===== config.mk =====
export PLATFORM = sky130hd
export DESIGN_NAME = cpu_run_ctrl
export DESIGN_NICKNAME = d
export VERILOG_FILES = /design/src/rtl/frank_pkg.sv /design/src/rtl/fall_edge_det.sv /design/src/rtl/cpu_run_ctrl.sv
export SDC_FILE = /design/constraint.sdc
export NUM_CORES = 1
export LEC_CHECK = 0
export CORE_UTILIZATION = 52
export CTS_CLUSTER_SIZE = 28
export DETAILED_ROUTE_END_ITERATION = 16
export PLACE_DENSITY = 0.95
export SLEW_MARGIN = 20
export SYNTH_ARGS = -nofsm -noshare
export SYNTH_HDL_FRONTEND = slang
export SYNTH_SLANG_ARGS = --single-unit

===== constraint.sdc =====
create_clock -name i_clk -period 3.4 [get_ports i_clk]
set_input_delay 0.68 -clock i_clk [delete_from_list [all_inputs] [get_ports i_clk]]
set_output_delay 0.68 -clock i_clk [all_outputs]
set_load 0.05 [all_outputs]

===== src/rtl/frank_pkg.sv =====
// rtl/frank_pkg.sv - shared FRANK6000 run-controller state encoding
// Contents: state_e, the run/load sequencer state. The same values are
// decoded by the LED/debug logic, so the encoding is fixed at 0..4.
package frank_pkg;

    typedef enum logic [2:0] {
        ST_LOAD  = 3'd0,
        ST_RUN   = 3'd1,
        ST_PAUSE = 3'd2,
        ST_STEP  = 3'd3,
        ST_HALT  = 3'd4
    } state_e;

endpackage


===== src/rtl/fall_edge_det.sv =====
// rtl/fall_edge_det.sv - falling-edge event detector for a debounced switch level
// Ports:
//   clk   in   system clock
//   rst_n in   asynchronous active-low reset
//   level in   debounced switch level
//   evt   out  high for the one cycle in which level is 0 and was 1 last cycle
module fall_edge_det (
    input  logic clk,
    input  logic rst_n,
    input  logic level,
    output logic evt
);

    logic prev;

    // prev resets to 0 so a switch held low through reset never
    // produces a spurious event.
    always_ff @(posedge clk or negedge rst_n) begin
        if (!rst_n) begin
            prev <= 1'b0;
        end else begin
            prev <= level;
        end
    end

    assign evt = prev & ~level;

endmodule


===== src/rtl/cpu_run_ctrl.sv =====
// rtl/cpu_run_ctrl.sv - FRANK6000 run/load sequencer (LOAD, RUN, STEP, PAUSE, HALT)
// Ports:
//   i_clk, i_rst_n  clock, asynchronous active-low reset
//   i_rx_dv         one-cycle pulse: an instruction word is valid
//   i_run_sw        debounced run/stop switch level
//   i_step_sw       debounced single-step switch level
//   i_loopf         CPU terminal-loop flag
//   o_instr_addr    program write address (low bits of the load count)
//   o_we            program write enable
//   o_cpu_on        CPU execute enable
//   o_prog_len      instruction count latched when leaving LOAD
//   o_ovf           sticky: a write was dropped because the program was full
//   o_state         current state
import frank_pkg::*;

module cpu_run_ctrl #(
    parameter int ADDR_W     = 8,
    parameter int PROG_DEPTH = 256
) (
    input  logic              i_clk,
    input  logic              i_rst_n,
    input  logic              i_rx_dv,
    input  logic              i_run_sw,
    input  logic              i_step_sw,
    input  logic              i_loopf,
    output logic [ADDR_W-1:0] o_instr_addr,
    output logic              o_we,
    output logic              o_cpu_on,
    output logic [ADDR_W:0]   o_prog_len,
    output logic              o_ovf,
    output logic [2:0]        o_state
);

    localparam logic [ADDR_W:0] DEPTH = PROG_DEPTH[ADDR_W:0];

    state_e          state, state_n;
    logic [ADDR_W:0] count, count_n;
    logic [ADDR_W:0] prog_len_n;
    logic            ovf_n;
    logic            run_evt, step_raw, step_evt;
    logic            has_room;

    fall_edge_det u_run_edge (
        .clk   (i_clk),
        .rst_n (i_rst_n),
        .level (i_run_sw),
        .evt   (run_evt)
    );

    fall_edge_det u_step_edge (
        .clk   (i_clk),
        .rst_n (i_rst_n),
        .level (i_step_sw),
        .evt   (step_raw)
    );

    // Run wins when both switches are released in the same cycle.
    assign step_evt = step_raw & ~run_evt;
    assign has_room = (count < DEPTH);

    always_comb begin
        state_n    = state;
        count_n    = count;
        prog_len_n = o_prog_len;
        ovf_n      = o_ovf;
        case (state)
            ST_LOAD: begin
                if (i_rx_dv) begin
                    if (has_room) begin
                        count_n = count + 1'b1;
                    end else begin
                        ovf_n = 1'b1;
                    end
                end
                // An empty program cannot be started.
                if (count != '0) begin
                    if (run_evt) begin
                        prog_len_n = count;
                        state_n    = ST_RUN;
                    end else if (step_evt) begin
                        prog_len_n = count;
                        state_n    = ST_STEP;
                    end
                end
            end
            ST_RUN: begin
                if (i_loopf) begin
                    state_n = ST_HALT;
                end else if (run_evt) begin
                    state_n = ST_PAUSE;
                end
            end
            ST_PAUSE: begin
                if (run_evt) begin
                    state_n = ST_RUN;
                end else if (step_evt) begin
                    state_n = ST_STEP;
                end
            end
            ST_STEP: begin
                state_n = i_loopf ? ST_HALT : ST_PAUSE;
            end
            ST_HALT: begin
                if (run_evt) begin
                    state_n = ST_LOAD;
                    count_n = '0;
                    ovf_n   = 1'b0;
                end
            end
            default: begin
                state_n = ST_LOAD;
            end
        endcase
    end

    always_ff @(posedge i_clk or negedge i_rst_n) begin
        if (!i_rst_n) begin
            state      <= ST_LOAD;
            count      <= '0;
            o_prog_len <= '0;
            o_ovf      <= 1'b0;
        end else begin
            state      <= state_n;
            count      <= count_n;
            o_prog_len <= prog_len_n;
            o_ovf      <= ovf_n;
        end
    end

    // o_we is combinational with i_rx_dv; reset gates it so a UART pulse
    // arriving while reset is held cannot write the program memory.
    assign o_we         = i_rst_n & (state == ST_LOAD) & i_rx_dv & has_room;
    assign o_cpu_on     = (state == ST_RUN) | (state == ST_STEP);
    assign o_instr_addr = count[ADDR_W-1:0];
    assign o_state      = state;

endmodule


After elaboration in Yosys (flattened, before gate mapping)
Cells that the tools add are included.
{ "word_totals": {"wordCells": 54, "mem_bits_ro": 0, "ramBits": 0, "inputBits": 6, "mem_count": 0, "out_inout_bits": 23, "latchBits": 0, "ff_bits": 24} }
{ "op_classes": {"order_cmp": 1, "reduce_logical": 8, "mul": 0, "mux": 18, "bitwise": 10, "add_sub_neg": 1, "n_eq_ne": 10, "n_shift": 0, "div_mod_pow": 0} }
{ "op_table": {"columns": ["operator", "count"], "rows": [
  ["$mux 9", 5],
  ["$mux 3", 7],
  ["$pmux 9 s2", 1],
  ["$pmux 3 s5", 1],
  ["$ne 2x2->1 const B", 5],
  ["$add 9x1->9 const B", 1],
  ["$lt 9x9->1 const B", 1],
  ["$reduce_bool 9->1", 1],
  ["$reduce_and 4->1", 2],
  ["$and 1x1->1", 6],
  ["$eq 3x2->1 const B", 2],
  ["$reduce_and 3->1", 2],
  ["$reduce_bool 2->1", 2],
  ["$eq 3x1->1 const B", 1],
  ["$eq 3x3->1 const B", 1],
  ["$logic_not 3->1", 1],
  ["$mux 1", 3],
  ["$ne 3x3->1 const B", 1],
  ["$not 1->1", 3],
  ["$pmux 1 s2", 1],
  ["$or 1x1->1", 1]
]} }

Depth between registers and ports, before layout
{ "logic_depth": {"depth_word": 8, "ltp_mapped": 6, "depth_no_buf": 6} }

Hierarchy
Synthesis repeated with hierarchy kept, for this count alone.
{ "unflattened": {"cells_unflattened": 117, "hier_area_um2": 1292.5} }
{ "modules_own_cells": {"columns": ["mod", "area_each_um2", "seq_area_each_um2", "instances", "cells_per_inst"], "rows": [
  ["cpu_run_ctrl", 1214.9, 550.5, 1, 113],
  ["fall_edge_det", 38.8, 25.0, 2, 2]
]} }

Worst setup path before layout
Ideal clock, no wire load.
{ "synth_timing": {"path_type": "reg2out", "start": "register state[0] (netlist: o_state[0])", "end": "output o_we", "t_arrival_ps": 1708, "path_slack_ps": 1012, "t_required_ps": 2720, "path_buffers": 1, "stages_incl_launch_ff": 5, "path_cell_list": "dfrtp_1 > buf_6 > nor2_2 > and4bb_2 > and2_1"} }
{ "synth_via": {"elab_chain_len": 4} }
{ "synth_rtl": {"columns": ["item", "line", "text"], "rows": [
  ["start, declared", "cpu_run_ctrl.sv:36", "state_e state, state_n;"],
  ["start signal, assigned", "cpu_run_ctrl.sv:123", "state <= state_n;"],
  ["$logic_not 3->1", "cpu_run_ctrl.sv:132", "assign o_we = i_rst_n & (state == ST_LOAD) & i_rx_dv & has_room;"],
  ["$and 1x1->1 (3 in a row)", "cpu_run_ctrl.sv:132", null],
  ["end, declared", "cpu_run_ctrl.sv:27", "output logic o_we,"]
]} }
Every way passes these cells.

Final worst setup path
{ "layout_timing": {"start": "register state[0] (netlist: o_state[0])", "end": "output o_cpu_on"} }
{ "layout_via": {"elab_chain_len": 2, "word_cells_on_any_way": 3, "cone_classes": "2 x eq/ne; 1 x bitwise"} }
{ "layout_rtl": {"columns": ["item", "line", "text"], "rows": [
  ["$eq 3x1->1 / $eq 3x2->1 (equally long branches)", "cpu_run_ctrl.sv:133", "assign o_cpu_on = (state == ST_RUN) | (state == ST_STEP);"],
  ["$or 1x1->1 (*)", "cpu_run_ctrl.sv:133", null],
  ["end, declared", "cpu_run_ctrl.sv:28", "output logic o_cpu_on,"]
]} }
Mark *: on every way between the ends. The rest lies on a longest branch, timed or not.

==> results by group <==
Setup path
  – Startpoint Class: register
  – Crit path max fanout: 10
  – Critical path data arrival time: approximately 1900 ps
  – Cells on worst reg2reg path: 6
  – Worst Setup End Kind: output port
  – Critical Path Slowest Stage Cell: clkdlybuf4s50_1
  – Critical path required time: around 2700 ps
  – Reg2Reg Setup Slack: roughly 1500 ps
  – Worst setup path class: reg2out
  – Max stage delay on crit path: approximately 820 ps
  – Cells along the critical path: inv_1, nor2_1, clkdlybuf4s50_1

Logic synthesis
  – Synth top area cells: dfrtp_1, mux2_2, buf_4, nor2_1, xor2_1
  – Synth Instances: 110
  – Most frequent cell after synthesis: dfrtp_1
  – Number of synthesized register bits: 24
  – Area share of the largest cell type after synthesis: between 40% and 50%
  – Syn_nets: 118
  – Synthesized area: 1230 µm²
  – Synth warn: 0
  – Top FF cell, synth: dfrtp_1
  – Avg Cell Area, Syn: 11.2 µm²
  – Seq/Total Area, Yosys: 48.7%
  – Synth area leader: dfrtp_1
  – Commonest cells in the synthesized netlist: dfrtp_1, nor2_1, mux2_2
  – Post-synth cell types: 35
  – Number of flops mapped to enable cells by yosys: 0
  – Async SR Flop Fraction: 100%

Worst hold path
  – Hold-critical path depth: 1
  – Hold Crit Class: reg2reg

Placed design
  – Routability cong.: between 0.8 and 0.9
  – Detailed-placement wirelength estimate: around 1800 µm
  – Placed Area: 1470 µm²
  – Post-place setup slack: ~970 ps
  – Placed Cells: 155
  – Port Buf Inserts: 28

Clocking
  – H-tree levels: 1
  – Hold_buf cts: 0
  – Setup bufs post-CTS: 0
  – Max Root-Sink Buffers: 2
  – CTS tree: yes
  – Resized cells post-CTS: 0
  – Root Buffer: clkbuf_4
  – Clk_lat worst skew: roughly 310 ps
  – Clk sink count: 24
  – Clk slew on worst S/H paths: 120 ps
  – CTS buffer count: 3

STA
  – Slew of the pin with the lowest slew margin: just over 500 ps
  – Setup TNS: 0 ps
  – Fin crit period: between 2000 and 3000 ps
  – Max-slew headroom: about two thirds
  – Final setup viols: 0
  – Fin worst setup slack: ~830 ps
  – RSZ-0062 raised after global routing: no
  – Highest clock rate: 390 MHz
  – Final period util: between 70% and 80%
  – Max-slew violation count: 0
  – Clock Skew: 7.83 ps
  – Hold Violations, Final: 0

Route
  – Remaining antenna violation count: 0
  – Drt pass-1 iters: 4
  – WL/cell: roughly 15 µm
  – Vias post-DR: 914
  – Starting DRT DRC Count: 19
  – DRC viols: 0
  – Via density: 5.78
  – Total Wirelength: 2330 µm

Global routing
  – Initial antenna violation count: 0
  – Vias in the first global route: 874
  – Grt met3 use: approximately 2.7%
  – GR Overflow Total: 0
  – Largest net degree at the start of global routing: 25
  – First-pass GRT wire length: roughly 3800 µm
  – Global routing's busiest layer: met2
  – Met1 usage: 25.1%
  – Global Route met2 Usage: between 30% and 40%
  – GRT Total Usage: 20.6%

Pwr
  – Pwr Density: 841 nW/µm²
  – Sw frac: just under 50%
  – Maximum vdd drop: 688 µV
  – Psw: ~0.00061 W
  – LEAKAGE: approximately 0.66 nW
  – Logic gate share of total power: between 50% and 60%
  – Reg power frac: a little over a third
  – P_int: about 0.00065 W
  – Clk pwr share: 9.6%

Cells and area
  – Final Non-Filler Cells: 158
  – Share of cells above drive strength 1: approximately 16%
  – Final instance area: 1500 µm²
  – Nets: 140
  – Layout Area Growth over Synthesis: 21.4%
  – Diode count: 0
  – Fillcell total: roughly 190

Floorplan
  – Starting Density: 55.2%
  – Die Span X: between 50 and 60 µm
  – # rows: 17
  – Area of the core: ~2200 µm²
  – Die area: around 2600 µm²
  – Die Ht: just over 50 µm
  – Top-level I/O count: 29

Status
  – Status: finished clean

Run
  – Max-cap viol count: 0
==> final timing paths <==
kind / end / from
setup / recovery: o_cpu_on / o_state[0]
hold / removal: o_prog_len[6] / o_prog_len[6]
setup reg to reg: o_prog_len[0] / count[0]
hold reg to reg: o_prog_len[6] / o_prog_len[6]
max in group asynchronous: count[0] / i_rst_n
min in group asynchronous: o_state[2] / i_rst_n
==> placed cells by master (no fill, tap or decap), drive strengths merged, types with 2 or more instances in the layout <==
cell type and count:
clkdlybuf4s50 27, dfrtp 24, nor2 14, mux2 9, o21ai 5, xor2 5, o211ai 5, nand2 4
inv 3, and2 3, nand2b 3, clkbuf 3, and4bb 2, a21oi 2, o2111ai 2, ha 2
buf 2
==> routing by layer <==
| metal | vias to the layer above | part of all wire (%) |
|---|---|---|
| met1 | 459 | 44 |
| met3 | 5 | 2.5 |
| met4 | 0 | 1.7 |
| met2 | 21 | 52 |
| li1 | 429 | - |
| met5 | - | 0 |
==> stage by stage <==
stage / util [%] / power [W] / hold WS (ps)
2_1_floorplan: - / 0.000968 / 384
3_3_place_gp: 66.0 / 0.00112 / 486
3_5_place_dp: 66.0 / 0.00115 / 494
4_1_cts: 67.0 / 0.00126 / 522
5_1_grt: 67.0 / 0.00132 / 541
6_report: 67.0 / 0.00126 / 517
==> sequential cells by signal (all words and copies together), names as in the netlist <==
register / count
u_step_edge.prev: 1
count: 9
o_ovf: 1
o_state: 3
u_run_edge.prev: 1
o_prog_len: 9
==> final cells by class <==
cell class | instances | area [µm²] | share of cell area, %
flip-flops and latches | 24 | 601 | 40.1
multi-input cells | 71 | 529 | 35.4
repair buffers | 29 | 298 | 19.9
well taps | 28 | 35.0 | 2.34
clock buffers | 3 | 22.5 | 1.51
inverters | 3 | 11.3 | 0.753
==> power by group through the flow <==
stage / clock network (W) / logic, W / registers (W)
CTS: 0.000123 / 0.000693 / 0.000448
floorplan: 0 / 0.000399 / 0.000568
finish: 0.000120 / 0.000688 / 0.000450
global placement: 0 / 0.000670 / 0.000447
detailed placement: 0 / 0.000693 / 0.000454
global route: 0.000134 / 0.000723 / 0.000464
==> critical path, delay by kind of cell, from the launching register on <==
kind,cells,cell delay [ps]
buffers and inverters,2,920
DFF,1,540
and+or+nand+nor,1,110
==> kinds of logic after synthesis <==
| group | count (synthesis) | synth area share, % |
|---|---|---|
| muxes | 9 | 8.22 |
| adders and majority gates | 2 | 2.03 |
| buffers and inverters | 15 | 8.32 |
| and+or+nand+nor | 35 | 17.5 |
| DFF | 24 | 48.7 |
| AOI/OAI and AO/OA | 20 | 11.7 |
| xor gates and xnor gates | 5 | 3.55 |
No activity file was read; power rests on OpenSTA's default activity.
==> variant: new RTL, same settings <==
The parameter `ADDR_W` goes from 8 to 10.
--- a/src/rtl/cpu_run_ctrl.sv
+++ b/src/rtl/cpu_run_ctrl.sv
@@ -16,3 +16,3 @@
 module cpu_run_ctrl #(
-    parameter int ADDR_W     = 8,
+    parameter int ADDR_W     = 10,
     parameter int PROG_DEPTH = 256
Ports: changed (resized o_instr_addr and o_prog_len); port bits go from 29 to 33. No check against the original RTL was run, so the function may have changed too.
==> variant against the original RTL <==
  * Setup slack lost 0.16 ns
  * Global-route usage up 1.6 points
  * Via count grew 16%
  * Sequential share of layout area grew 0.53 points
  * Non-clock buffer count is 5 higher
  * Register-to-register slack worse by 0.20 ns
  * Area after synthesis rose by 12%
  * Fmax down 5.9%
  * Design area up 15%
  * Total power up 8.0%
  * Routed wire length increased by 14%
  * Sequential cell count increased by 4
  * Hold slack improved by 0.0084 ns
  * Critical path type unchanged
==> variant: results (changes against the original RTL) <==
Outcome
  – Status: finished, final reports clean

Clock tree
  – Post-CTS setup buffer count: 0 (unchanged)
  – Insertion delay of the later-clocked pin in the worst-skew pair: 0.34 ns (+0.03 ns)
  – Count of cells resized by post-cts repair: 0 (unchanged)
  – Clock-pin transition on the worst setup and hold timing paths: 0.15 ns (+0.03 ns)
  – Clock Tree Buf Depth: 2 (unchanged)
  – Number of H-tree levels: 1 (unchanged)
  – Buffer type at the clock tree root: clkbuf_4
  – Cts bufs inserted: 3 (unchanged)

Synth
  – Post-synthesis cell type count: 33 (-5.7%)
  – Top post-synthesis cells by count: dfrtp_1 (28), mux2_2 (11), buf_4 (10), nand2_1 (10), a21oi_1 (9)
  – Top area cells in the synthesized netlist: dfrtp_1 (51%), mux2_2 (8.9%), buf_4 (5.4%)
  – Fraction of the yosys area taken by sequential cells: 0.5059 (+0.01856)
  – Nets in the synthesized netlist: 137 (+16%)
  – Number of warnings issued by yosys: 0 (unchanged)
  – Ys async rst share: 1.000 (unchanged)
  – Synth Instances: 129 (+17%)

Place
  – Number of port buffers: 32 (+14%)
  – Weighted congestion at the end of routability-driven global placement: 0.8576 (-2.0%)
  – Number of cells after detailed placement: 178 (+15%)
  – Post-DP Area: 1670 µm² (+13%)
  – Post-place setup slack: 0.7990 ns (-0.1716 ns)
  – Final HPWL DP: 1898 µm (+6.4%)

GRT
  – Pin count of the biggest net entering global routing: 29 (+16%)
  – Via count of the first global-routing pass: 1020 (+17%)
  – Global-route wire length before repair: 4560 µm (+19%)
  – Number of antenna violations at the first check in global routing: 0 (unchanged)
  – Overall global routing resource usage: 0.2216 (+0.01601)

STA
  – Clk_skew: 0.002049 ns (-0.005778 ns)
  – Number of slew-limit violations in the final report: 0 (unchanged)
  – Normalized max-slew margin: 0.6048 (-0.05448)

Detailed routing
  – Iteration count of the initial detailed-routing pass: 4 (unchanged)
  – Number of DRC markers in iteration 0: 23 (+4)
  – Wirelength per Cell: 14.53 µm (-1.3%)
  – Post-detailed-route via-to-cell ratio: 5.813 (+0.49%)
  – Count of vias placed by the detailed router: 1058 (+16%)

Pwr
  – Maximum vdd ir drop: 0.7513 mV (+9.2%)
  – Standby leakage power: 0.7477 nW (+14%)

Layout
  – Fraction of final layout cells with drive strength greater than 1: 0.1447 (-0.01680)
  – Net count of the finished layout: 161 (+15%)
  – Antenna diodes: 0 (unchanged)

Critical path
  – Arr. time, crit path: 2.05 ns (+0.16 ns)
  – Maximum fanout along the worst path: 12 (+2)

Hold path
  – Hold WC Path Type: flop to flop
## variant: area by class of cell
class                           instances  area [µm²]
Clock buffer                            3       22.52
Tap cell                               30       37.54
Multi-Input combinational cell         82       571.8
Clock inverter                          1       30.03
Inverter                                4       15.01
Timing Repair Buffer                   34       345.3
Fill cell                             188       777.0
Sequential cell                        28       700.7
## variant: per-layer routing
metal	vias up	routed length (µm)	track usage
li1	499	-	-
met1	511	1057	0.2904
met2	45	1382	0.3708
met3	3	171	0.02825
met4	0	32	0.08772
met5	-	0	0
## variant: logic make-up (layout without fill, tap and decap cells)
group	after synthesis	count (layout)	synth area share
adder cells (fa/ha/maj)	2	2	0.01806
AND/OR/NAND/NOR	43	43	0.1888
multiplexers	11	11	0.08943
flip-flops	28	28	0.5059
buffers and inverters	19	42	0.08130
AO/OA/AOI/OAI	26	26	0.1165
## variant: worst paths after layout
path                                from             to  slack, ns  depth (start not counted)
max                           o_state[0]       o_cpu_on       0.67                          2
min                        o_prog_len[4]  o_prog_len[4]       0.53                          1
max reg2reg                     count[0]  o_prog_len[2]       1.34                          6
min reg2reg                o_prog_len[4]  o_prog_len[4]       0.53                          1
max in group asynchronous        i_rst_n     o_state[1]       2.37                          2
min in group asynchronous        i_rst_n       count[2]       0.78                          2
## variant: critical path, cell delays in order (launching register included)
cell	delay [ns]
dfrtp_1	0.62
nor2b_1	0.25
clkdlybuf4s50_1	0.84
## variant: where the power goes
part           switching (mW)  internal (mW)  leakage [nW]  total (mW)
registers              0.0949          0.395         0.374       0.490
logic                   0.409          0.241         0.346       0.649
clock network           0.101          0.119        0.0279       0.220
